[src/rtl/lcd_de_receiver_if.sv]
// Bus bundle for the DE-mode RGB565 LCD sink: panel-side inputs, recovered pixel stream and status.
// The master modport is the LCD driver / capture consumer side, the slave modport is lcd_de_receiver.
interface lcd_de_receiver_if #(
  parameter int H_MAX = 1024,
  parameter int V_MAX = 512
);
  localparam int XW = $clog2(H_MAX);
  localparam int YW = $clog2(V_MAX);

  logic          LCD_DE;
  logic [4:0]    LCD_R;
  logic [5:0]    LCD_G;
  logic [4:0]    LCD_B;
  logic          err_clr;
  logic          pix_valid;
  logic [15:0]   pix_data;
  logic [XW-1:0] pix_x;
  logic [YW-1:0] pix_y;
  logic          sof;
  logic          eol;
  logic          frame_done;
  logic [XW:0]   meas_w;
  logic [YW:0]   meas_h;
  logic          locked;
  logic          err_width;
  logic          err_overflow;
  logic [15:0]   frame_crc;

  modport master (
    output LCD_DE, LCD_R, LCD_G, LCD_B, err_clr,
    input  pix_valid, pix_data, pix_x, pix_y, sof, eol, frame_done,
    input  meas_w, meas_h, locked, err_width, err_overflow, frame_crc
  );

  modport slave (
    input  LCD_DE, LCD_R, LCD_G, LCD_B, err_clr,
    output pix_valid, pix_data, pix_x, pix_y, sof, eol, frame_done,
    output meas_w, meas_h, locked, err_width, err_overflow, frame_crc
  );
endinterface

[src/rtl/lcd_de_receiver.sv]
// DE-only LCD timing recovery: pixel coordinates, frame/line markers, measured size, lock and errors.
// Optional per-frame CRC-16/CCITT-FALSE over pix_data is enabled with `define LCD_RX_CRC_EN.
module lcd_de_receiver #(
  parameter int H_MAX       = 1024,
  parameter int V_MAX       = 512,
  parameter int VBLANK_MIN  = 256,
  parameter int LOCK_FRAMES = 2
) (
  input logic              PixelClk,
  input logic              nRST,
  lcd_de_receiver_if.slave bus
);
  localparam int XW  = $clog2(H_MAX);
  localparam int YW  = $clog2(V_MAX);
  localparam int XW1 = XW + 1;
  localparam int YW1 = YW + 1;
  localparam int CW  = $clog2(VBLANK_MIN) + 1;
  localparam int LW  = $clog2(LOCK_FRAMES) + 1;

  localparam logic [XW-1:0] X_LAST = XW'(H_MAX - 1);
  localparam logic [YW-1:0] Y_LAST = YW'(V_MAX - 1);
  localparam logic [CW-1:0] C_LAST = CW'(VBLANK_MIN - 1);
  localparam logic [CW-1:0] C_MAX  = CW'(VBLANK_MIN);
  localparam logic [LW-1:0] L_MAX  = LW'(LOCK_FRAMES);

  localparam logic [1:0] SEEK   = 2'd0;
  localparam logic [1:0] VBLANK = 2'd1;
  localparam logic [1:0] LINE   = 2'd2;
  localparam logic [1:0] HBLANK = 2'd3;

  logic          de_s1_r;
  logic [15:0]   rgb_s1_r;
  logic [1:0]    state_r, state_nxt_s, idle_nxt_s;
  logic [CW-1:0] de_low_cnt_r;
  logic [XW-1:0] x_r, cur_x_s;
  logic [YW-1:0] y_r, cur_y_s;
  logic [XW:0]   width_r, line_len_s, meas_w_r;
  logic [YW:0]   meas_h_r, meas_h_nxt_s;
  logic [LW-1:0] lock_cnt_r, lock_cnt_nxt_s;
  logic          frame_bad_r, locked_r, err_width_r, err_overflow_r;
  logic          emit_s, sof_s, eol_s, ovf_s, done_s, width_err_s;
  logic          pix_valid_r, sof_r, eol_r, frame_done_r;
  logic [15:0]   pix_data_r;
  logic [XW-1:0] pix_x_r;
  logic [YW-1:0] pix_y_r;

  // Per-state decision on the stage-1 sample: emit a pixel, detect overflow or frame end
  always_comb begin
    idle_nxt_s = state_r;
    emit_s     = 1'b0;
    sof_s      = 1'b0;
    ovf_s      = 1'b0;
    done_s     = 1'b0;
    cur_x_s    = x_r;
    cur_y_s    = y_r;
    case (state_r)
      SEEK: begin
        if (!de_s1_r && (de_low_cnt_r >= C_LAST)) idle_nxt_s = VBLANK;
        else idle_nxt_s = SEEK;
      end
      VBLANK: begin
        if (de_s1_r) begin
          emit_s  = 1'b1;
          sof_s   = 1'b1;
          cur_x_s = {XW{1'b0}};
          cur_y_s = {YW{1'b0}};
        end else begin
          idle_nxt_s = VBLANK;
        end
      end
      LINE: begin
        if (de_s1_r) begin
          if (x_r == X_LAST) begin
            ovf_s = 1'b1;
          end else begin
            emit_s  = 1'b1;
            cur_x_s = x_r + XW'(1);
          end
        end else begin
          idle_nxt_s = HBLANK;
        end
      end
      HBLANK: begin
        if (de_s1_r) begin
          if (y_r == Y_LAST) begin
            ovf_s = 1'b1;
          end else begin
            emit_s  = 1'b1;
            cur_x_s = {XW{1'b0}};
            cur_y_s = y_r + YW'(1);
          end
        end else if (de_low_cnt_r == C_LAST) begin
          done_s     = 1'b1;
          idle_nxt_s = VBLANK;
        end else begin
          idle_nxt_s = HBLANK;
        end
      end
      default: idle_nxt_s = SEEK;
    endcase
  end

  // Line-end checks, final next state and lock bookkeeping
  always_comb begin
    eol_s        = emit_s & ~bus.LCD_DE;
    line_len_s   = {1'b0, cur_x_s} + XW1'(1);
    width_err_s  = eol_s && (cur_y_s != {YW{1'b0}}) && (line_len_s != width_r);
    meas_h_nxt_s = {1'b0, y_r} + YW1'(1);
    if (ovf_s) state_nxt_s = SEEK;
    else if (emit_s) state_nxt_s = eol_s ? HBLANK : LINE;
    else state_nxt_s = idle_nxt_s;
    // A clean frame with a new geometry starts a fresh run of one rather than dropping to zero
    if (ovf_s) begin
      lock_cnt_nxt_s = {LW{1'b0}};
    end else if (done_s) begin
      if (frame_bad_r) lock_cnt_nxt_s = {LW{1'b0}};
      else if ((width_r == meas_w_r) && (meas_h_nxt_s == meas_h_r))
        lock_cnt_nxt_s = (lock_cnt_r == L_MAX) ? L_MAX : lock_cnt_r + LW'(1);
      else lock_cnt_nxt_s = LW'(1);
    end else begin
      lock_cnt_nxt_s = lock_cnt_r;
    end
  end

  // Input stage, blank counter, FSM, position and frame measurement state
  always_ff @(posedge PixelClk or negedge nRST) begin
    if (!nRST) begin
      de_s1_r      <= 1'b0;
      rgb_s1_r     <= 16'h0000;
      de_low_cnt_r <= {CW{1'b0}};
      state_r      <= SEEK;
      x_r          <= {XW{1'b0}};
      y_r          <= {YW{1'b0}};
      width_r      <= {XW1{1'b0}};
      frame_bad_r  <= 1'b0;
      meas_w_r     <= {XW1{1'b0}};
      meas_h_r     <= {YW1{1'b0}};
      lock_cnt_r   <= {LW{1'b0}};
      locked_r     <= 1'b0;
    end else begin
      de_s1_r      <= bus.LCD_DE;
      rgb_s1_r     <= {bus.LCD_R, bus.LCD_G, bus.LCD_B};
      de_low_cnt_r <= de_s1_r ? {CW{1'b0}} :
                      ((de_low_cnt_r == C_MAX) ? C_MAX : de_low_cnt_r + CW'(1));
      state_r      <= state_nxt_s;
      if (emit_s) begin
        x_r <= cur_x_s;
        y_r <= cur_y_s;
      end
      if (eol_s && (cur_y_s == {YW{1'b0}})) width_r <= line_len_s;
      frame_bad_r  <= (sof_s ? 1'b0 : frame_bad_r) | width_err_s;
      if (done_s) begin
        meas_w_r <= width_r;
        meas_h_r <= meas_h_nxt_s;
      end
      lock_cnt_r   <= lock_cnt_nxt_s;
      locked_r     <= (lock_cnt_nxt_s == L_MAX);
    end
  end

  // Sticky error flags; a new event outranks a simultaneous clear
  always_ff @(posedge PixelClk or negedge nRST) begin
    if (!nRST) begin
      err_width_r    <= 1'b0;
      err_overflow_r <= 1'b0;
    end else begin
      err_width_r    <= width_err_s ? 1'b1 : (bus.err_clr ? 1'b0 : err_width_r);
      err_overflow_r <= ovf_s       ? 1'b1 : (bus.err_clr ? 1'b0 : err_overflow_r);
    end
  end

  // Output stage: second register on the pixel path
  always_ff @(posedge PixelClk or negedge nRST) begin
    if (!nRST) begin
      pix_valid_r  <= 1'b0;
      pix_data_r   <= 16'h0000;
      pix_x_r      <= {XW{1'b0}};
      pix_y_r      <= {YW{1'b0}};
      sof_r        <= 1'b0;
      eol_r        <= 1'b0;
      frame_done_r <= 1'b0;
    end else begin
      pix_valid_r  <= emit_s;
      sof_r        <= sof_s;
      eol_r        <= eol_s;
      frame_done_r <= done_s;
      if (emit_s) begin
        pix_data_r <= rgb_s1_r;
        pix_x_r    <= cur_x_s;
        pix_y_r    <= cur_y_s;
      end
    end
  end

`ifdef LCD_RX_CRC_EN
  function automatic logic [15:0] crc16_word(input logic [15:0] crc, input logic [15:0] data);
    logic [15:0] c;
    c = crc;
    for (int i = 15; i >= 0; i--) begin
      if (c[15] ^ data[i]) c = {c[14:0], 1'b0} ^ 16'h1021;
      else c = {c[14:0], 1'b0};
    end
    return c;
  endfunction

  logic [15:0] crc_r, frame_crc_r;

  // Running CRC restarted on the first pixel of a frame, published with frame_done
  always_ff @(posedge PixelClk or negedge nRST) begin
    if (!nRST) begin
      crc_r       <= 16'hFFFF;
      frame_crc_r <= 16'h0000;
    end else begin
      if (emit_s) crc_r <= crc16_word(sof_s ? 16'hFFFF : crc_r, rgb_s1_r);
      if (done_s) frame_crc_r <= crc_r;
    end
  end

  assign bus.frame_crc = frame_crc_r;
`else
  assign bus.frame_crc = 16'h0000;
`endif

  assign bus.pix_valid    = pix_valid_r;
  assign bus.pix_data     = pix_data_r;
  assign bus.pix_x        = pix_x_r;
  assign bus.pix_y        = pix_y_r;
  assign bus.sof          = sof_r;
  assign bus.eol          = eol_r;
  assign bus.frame_done   = frame_done_r;
  assign bus.meas_w       = meas_w_r;
  assign bus.meas_h       = meas_h_r;
  assign bus.locked       = locked_r;
  assign bus.err_width    = err_width_r;
  assign bus.err_overflow = err_overflow_r;
endmodule

[src/flat_wrapper.sv]
// flat-port wrapper written by rule: the top's interface ports become plain ports
module lcd_de_receiver_flat 
#(
  parameter int H_MAX       = 1024,
  parameter int V_MAX       = 512,
  parameter int VBLANK_MIN  = 256,
  parameter int LOCK_FRAMES = 2
)
  (PixelClk, nRST, bus_LCD_DE, bus_LCD_R, bus_LCD_G, bus_LCD_B, bus_err_clr, bus_pix_valid, bus_pix_data, bus_pix_x, bus_pix_y, bus_sof, bus_eol, bus_frame_done, bus_meas_w, bus_meas_h, bus_locked, bus_err_width, bus_err_overflow, bus_frame_crc);
  lcd_de_receiver_if #(.H_MAX(H_MAX), .V_MAX(V_MAX)) bus_i ();
  input logic PixelClk;
  input logic nRST;
  input wire logic [$bits(bus_i.LCD_DE)-1:0] bus_LCD_DE;
  input wire logic [$bits(bus_i.LCD_R)-1:0] bus_LCD_R;
  input wire logic [$bits(bus_i.LCD_G)-1:0] bus_LCD_G;
  input wire logic [$bits(bus_i.LCD_B)-1:0] bus_LCD_B;
  input wire logic [$bits(bus_i.err_clr)-1:0] bus_err_clr;
  output wire logic [$bits(bus_i.pix_valid)-1:0] bus_pix_valid;
  output wire logic [$bits(bus_i.pix_data)-1:0] bus_pix_data;
  output wire logic [$bits(bus_i.pix_x)-1:0] bus_pix_x;
  output wire logic [$bits(bus_i.pix_y)-1:0] bus_pix_y;
  output wire logic [$bits(bus_i.sof)-1:0] bus_sof;
  output wire logic [$bits(bus_i.eol)-1:0] bus_eol;
  output wire logic [$bits(bus_i.frame_done)-1:0] bus_frame_done;
  output wire logic [$bits(bus_i.meas_w)-1:0] bus_meas_w;
  output wire logic [$bits(bus_i.meas_h)-1:0] bus_meas_h;
  output wire logic [$bits(bus_i.locked)-1:0] bus_locked;
  output wire logic [$bits(bus_i.err_width)-1:0] bus_err_width;
  output wire logic [$bits(bus_i.err_overflow)-1:0] bus_err_overflow;
  output wire logic [$bits(bus_i.frame_crc)-1:0] bus_frame_crc;
  assign bus_i.LCD_DE = bus_LCD_DE;
  assign bus_i.LCD_R = bus_LCD_R;
  assign bus_i.LCD_G = bus_LCD_G;
  assign bus_i.LCD_B = bus_LCD_B;
  assign bus_i.err_clr = bus_err_clr;
  assign bus_pix_valid = bus_i.pix_valid;
  assign bus_pix_data = bus_i.pix_data;
  assign bus_pix_x = bus_i.pix_x;
  assign bus_pix_y = bus_i.pix_y;
  assign bus_sof = bus_i.sof;
  assign bus_eol = bus_i.eol;
  assign bus_frame_done = bus_i.frame_done;
  assign bus_meas_w = bus_i.meas_w;
  assign bus_meas_h = bus_i.meas_h;
  assign bus_locked = bus_i.locked;
  assign bus_err_width = bus_i.err_width;
  assign bus_err_overflow = bus_i.err_overflow;
  assign bus_frame_crc = bus_i.frame_crc;
  lcd_de_receiver #(.H_MAX(H_MAX), .V_MAX(V_MAX), .VBLANK_MIN(VBLANK_MIN), .LOCK_FRAMES(LOCK_FRAMES)) u_core (.PixelClk(PixelClk), .nRST(nRST), .bus(bus_i));
endmodule
[config.mk]
export PLATFORM = sky130hd
export DESIGN_NAME = lcd_de_receiver_flat
export DESIGN_NICKNAME = d
export VERILOG_FILES = /design/src/rtl/lcd_de_receiver_if.sv /design/src/rtl/lcd_de_receiver.sv /design/src/flat_wrapper.sv
export SDC_FILE = /design/constraint.sdc
export NUM_CORES = 1
export LEC_CHECK = 0
export CORE_ASPECT_RATIO = 1.2
export CORE_UTILIZATION = 45
export CTS_BUF_LIST = sky130_fd_sc_hd__clkbuf_4 sky130_fd_sc_hd__clkbuf_8
export CTS_CLUSTER_SIZE = 25
export DETAILED_ROUTE_END_ITERATION = 8
export GPL_ROUTABILITY_DRIVEN = 0
export GPL_TIMING_DRIVEN = 0
export PLACE_DENSITY_LB_ADDON = 0.08
export SYNTH_ARGS = -nofsm -noshare
export SYNTH_HDL_FRONTEND = slang
export SYNTH_SLANG_ARGS = --single-unit
[constraint.sdc]
create_clock -name PixelClk -period 9.6 [get_ports PixelClk]
set_input_delay 1.44 -clock PixelClk [delete_from_list [all_inputs] [get_ports PixelClk]]
set_output_delay 1.44 -clock PixelClk [all_outputs]
set_load 0.01 [all_outputs]
==> summary.txt <==
VDD IR-drop max -> 0.08485 mV
unrepaired setup endpoints after global routing -> no
CTS Hold Bufs -> 0
port buffer count -> 82
Hold Crit Start -> u_core.rgb_s1_r[15]$_DFF_PN0_
WP data arrival -> 5.03 ns
pre-CTS setup slack -> 4.840 ns
fmax -> 0.2095 GHz
Mean Syn Cell Area -> 10.04 um^2
detailed-route DRC error count -> 0
sequential power share -> 49.6%
CTS Buf Count -> 9
number of global-route vias before repair -> 4,046
Final Hold Viols -> 0
DRT Wirelength -> 12,750 um
critical path depth in cells -> 19
reg2reg path depth -> 19
Root Driver -> clkbuf_8
synthesized instance count -> 549
largest net degree at the start of global routing -> 66
Setup crit start kind -> flip-flop
final hold slack -> 0.4454 ns
Max-Cap Viols -> 0
GRT Overall Usage -> 21.57%
CP Capture Type -> flip-flop
Clock Path Buffers -> 2
Die ar. -> 12,700 um^2
Top-Level Pins -> 99
final period utilization -> 49.71%
Net Sw Frac -> 31.16%
DP HPWL -> 9566 um
Avg Vias per Cell -> 5.148
final cell count without fillers -> 820
Int Pwr -> 0.0007148 W
logic gate share of total power -> 22.1%
Crit Path Class -> reg -> reg
Clk pwr share -> 28.3%
Sw Pwr -> 0.0003235 W
CP Data Required Time -> 9.86 ns
H-tree depth -> 3
fillers -> 1,058
synth warn -> 0
vias post-DR -> 4,221
Setup Skew -> 0.01198 ns
Top Usage Layer GRT -> met2
combined area of the multi-input logic cells -> 2605 um^2
synthesized flop and latch total -> 105
DP Cell Count -> 804
synthesized area -> 5512 um^2
fin nets -> 687
Sink Count -> 105
final setup vio count -> 0
final max-slew violation count -> 0
hold crit path type -> reg -> reg
WL/cell -> 15.55 um
CP dominant cell by count -> ha_1
Worst-path clk slew -> 0.11 ns
DIE WIDTH -> 103.0 um
Reg area -> 2628 um^2
Worst Max-Slew Pin Slew -> 0.8120 ns
post-CTS setup buffer count -> 0
maximum fanout along the worst path -> 8
total congestion overflow -> 0
Seq/Total Area, Yosys -> 47.67%
max_slew headroom -> 45.67%
worst setup path start -> u_core.bus.pix_y[0]$_DFFE_PN0P_
CTS tree -> built
first-pass GRT wire length -> 20,520 um
outcome -> complete, no violations
Top Family by Delay on Critical Path -> simple AND/OR/NAND/NOR gates
PD cells -> 152.1 nW/um^2
DRT iter0 DRCs -> 230
crit-path cells -> ha_1 -> nand2_1 -> nor2_1 -> nand3_1 -> inv_1 -> ha_1 -> and2_0 -> buf_2 -> o21ai_0 -> mux2i_1 -> ha_1 -> o221ai_1 -> a31oi_4 -> and3_1 -> buf_6 -> nand2_4 -> xnor3_1 -> nor4b_2 -> a32oi_1
cell at the slowest stage of the critical path -> dfrtp_1
Async S/R FF share, synth -> 100.0%
met1 Track Usage GR -> 26.83%
drt first pass iters -> 4
# diodes -> 0
DIE HEIGHT -> 123.2 um
core area -> 11,730 um^2
crit path to -> u_core.frame_bad_r$_DFF_PN0_
total negative setup slack -> 0 ns
leakage power -> 3.114 nW
FF-to-FF Start -> u_core.bus.pix_y[0]$_DFFE_PN0P_
initial antenna violation count -> 0
Yosys cell types -> 71
worst path bufs/invs -> 3
met2 Use GR -> 35.71%
Site Rows -> 43
GR Util met3 -> 4.240%
remaining antenna violation count -> 0
Worst Slack Setup Final -> 4.827 ns
Post-CTS Resized -> 0
min Tclk post-route -> 4.773 ns
Post-synth EDFFs -> 0
slack of the worst reg-to-reg path -> 4.83 ns
Area Growth Syn to Fin -> 23.84%
Worst-Skew Late Latency -> 0.38 ns
Initial Util -> 46.99%
commonest register cell after synthesis -> dfrtp_1
total chip power -> 0.001038 W
crit-path max cell delay -> 0.56 ns
FF-to-FF End -> u_core.frame_bad_r$_DFF_PN0_
share of cells above drive strength 1 -> 11.31%
==> Yosys cell counts, types with 6 or more instances <==
cell type  count  area share [%]
xor2_1        16             2.5
ha_1           9             2.0
mux2i_1        8             1.5
xnor2_1       31             4.9
and3_1         6            0.68
nor2_1        30             2.0
inv_1         19             1.3
a21oi_1       10            0.91
mux2_2         6             1.2
nor4_1         6            0.68
dfrtp_1      105              48
clkbuf_1       9            0.61
buf_4         20             2.7
nand2_1      118             8.0
o21ai_0       29             2.6
nand4_1       12             1.4
nand3_1       13             1.2
nor3_1         8            0.73
==> logic make-up (layout without fill, tap and decap cells) <==
logic type	count (synthesis)	count (layout)	share of synthesized area (%)
DFF	105	105	47.67
adders and majority gates	9	9	2.043
AOI/OAI and AO/OA	82	82	11.42
xor gates and xnor gates	51	51	9.103
muxes	18	18	3.496
and+or+nand+nor	226	226	20.11
other	1	16	0.06804
buffers and inverters	57	156	6.084
==> state kept, by name, summed over array words and instances (netlist names), 2 cells and up <==
signal               flops
u_core.rgb_s1_r         16
u_core.de_low_cnt_r      9
u_core.bus.meas_w       11
u_core.bus.pix_data     16
u_core.bus.pix_y         9
u_core.lock_cnt_r        2
u_core.state_r           2
u_core.bus.meas_h       10
u_core.width_r          11
u_core.bus.pix_x        10
==> worst reg2reg max path, stage by stage (launching register included) <==
cell and delay [ns]:
dfrtp_1 0.56, ha_1 0.33, nand2_1 0.07, nor2_1 0.34
nand3_1 0.16, inv_1 0.08, ha_1 0.32, and2_0 0.16
buf_2 0.17, o21ai_0 0.14, mux2i_1 0.36, ha_1 0.30
o221ai_1 0.19, a31oi_4 0.25, and3_1 0.22, buf_6 0.14
nand2_4 0.05, xnor3_1 0.34, nor4b_2 0.33, a32oi_1 0.14
==> worst min-delay path by stage <==
| stage | end | slack (ns) | depth (start not counted) |
|---|---|---|---|
| final | u_core.bus.pix_data[15]$_DFFE_PN0P_ | 0.45 | 2 |
| after global routing | u_core.bus.pix_data[9]$_DFFE_PN0P_ | 0.48 | 2 |
| after CTS | u_core.bus.pix_data[15]$_DFFE_PN0P_ | 0.45 | 2 |
| after detailed placement | u_core.bus.pix_data[6]$_DFFE_PN0P_ | 0.42 | 2 |
| after global placement | u_core.bus.pix_data[15]$_DFFE_PN0P_ | 0.42 | 2 |
| after floorplan | u_core.bus.pix_data[0]$_DFFE_PN0P_ | 0.41 | 2 |
==> placed cells by master (no fill, tap or decap), drive strengths merged, types with 6 or more instances in the layout <==
cell | netlist | layout
a21oi | 10 | 10
and3 | 6 | 6
buf | 28 | 30
clkbuf | 9 | 18
clkdlybuf4s50 | 0 | 81
conb | 1 | 16
dfrtp | 105 | 105
ha | 9 | 9
inv | 19 | 20
mux2 | 10 | 10
mux2i | 8 | 8
nand2 | 120 | 120
nand3 | 13 | 13
nand4 | 12 | 12
nand4b | 6 | 6
nor2 | 31 | 31
nor3 | 9 | 9
nor4 | 6 | 6
o21ai | 33 | 33
xnor2 | 31 | 31
xor2 | 16 | 16
==> area by class of cell <==
| cell class | instances | share of cell area, % |
|---|---|---|
| buffer | 37 | 3.813 |
| timing repair buffer | 83 | 12.39 |
| clock inverter | 7 | 1.338 |
| multi-input combinational | 402 | 38.17 |
| tap | 157 | 2.878 |
| sequential | 105 | 38.50 |
| inverter | 20 | 1.100 |
| clock buffer | 9 | 1.815 |
==> power by group through the flow <==
stage,Combinational [W],Clock [W],Sequential [W]
after global routing,0.000254,0.000320,0.000521
final,0.000229,0.000294,0.000515
after detailed placement,0.000230,0,0.000524
after floorplan,0.000127,0,0.000524
after CTS,0.000232,0.000299,0.000516
after global placement,0.000225,0,0.000523
==> stage by stage <==
step,cell area [um^2],utilization (%)
2_1_floorplan,5568,-
3_5_place_dp,6610,56.36
3_3_place_gp,6585,56.14
6_report,6825,58.19
4_1_cts,6825,58.19
5_1_grt,6825,58.19
==> metal layers <==
metal | vias up | part of all wire, %
met5 | - | 0
met2 | 112 | 50
met1 | 2018 | 42
met3 | 27 | 4.6
li1 | 2064 | -
met4 | 0 | 3.4
(Power assumes the default switching activity.)
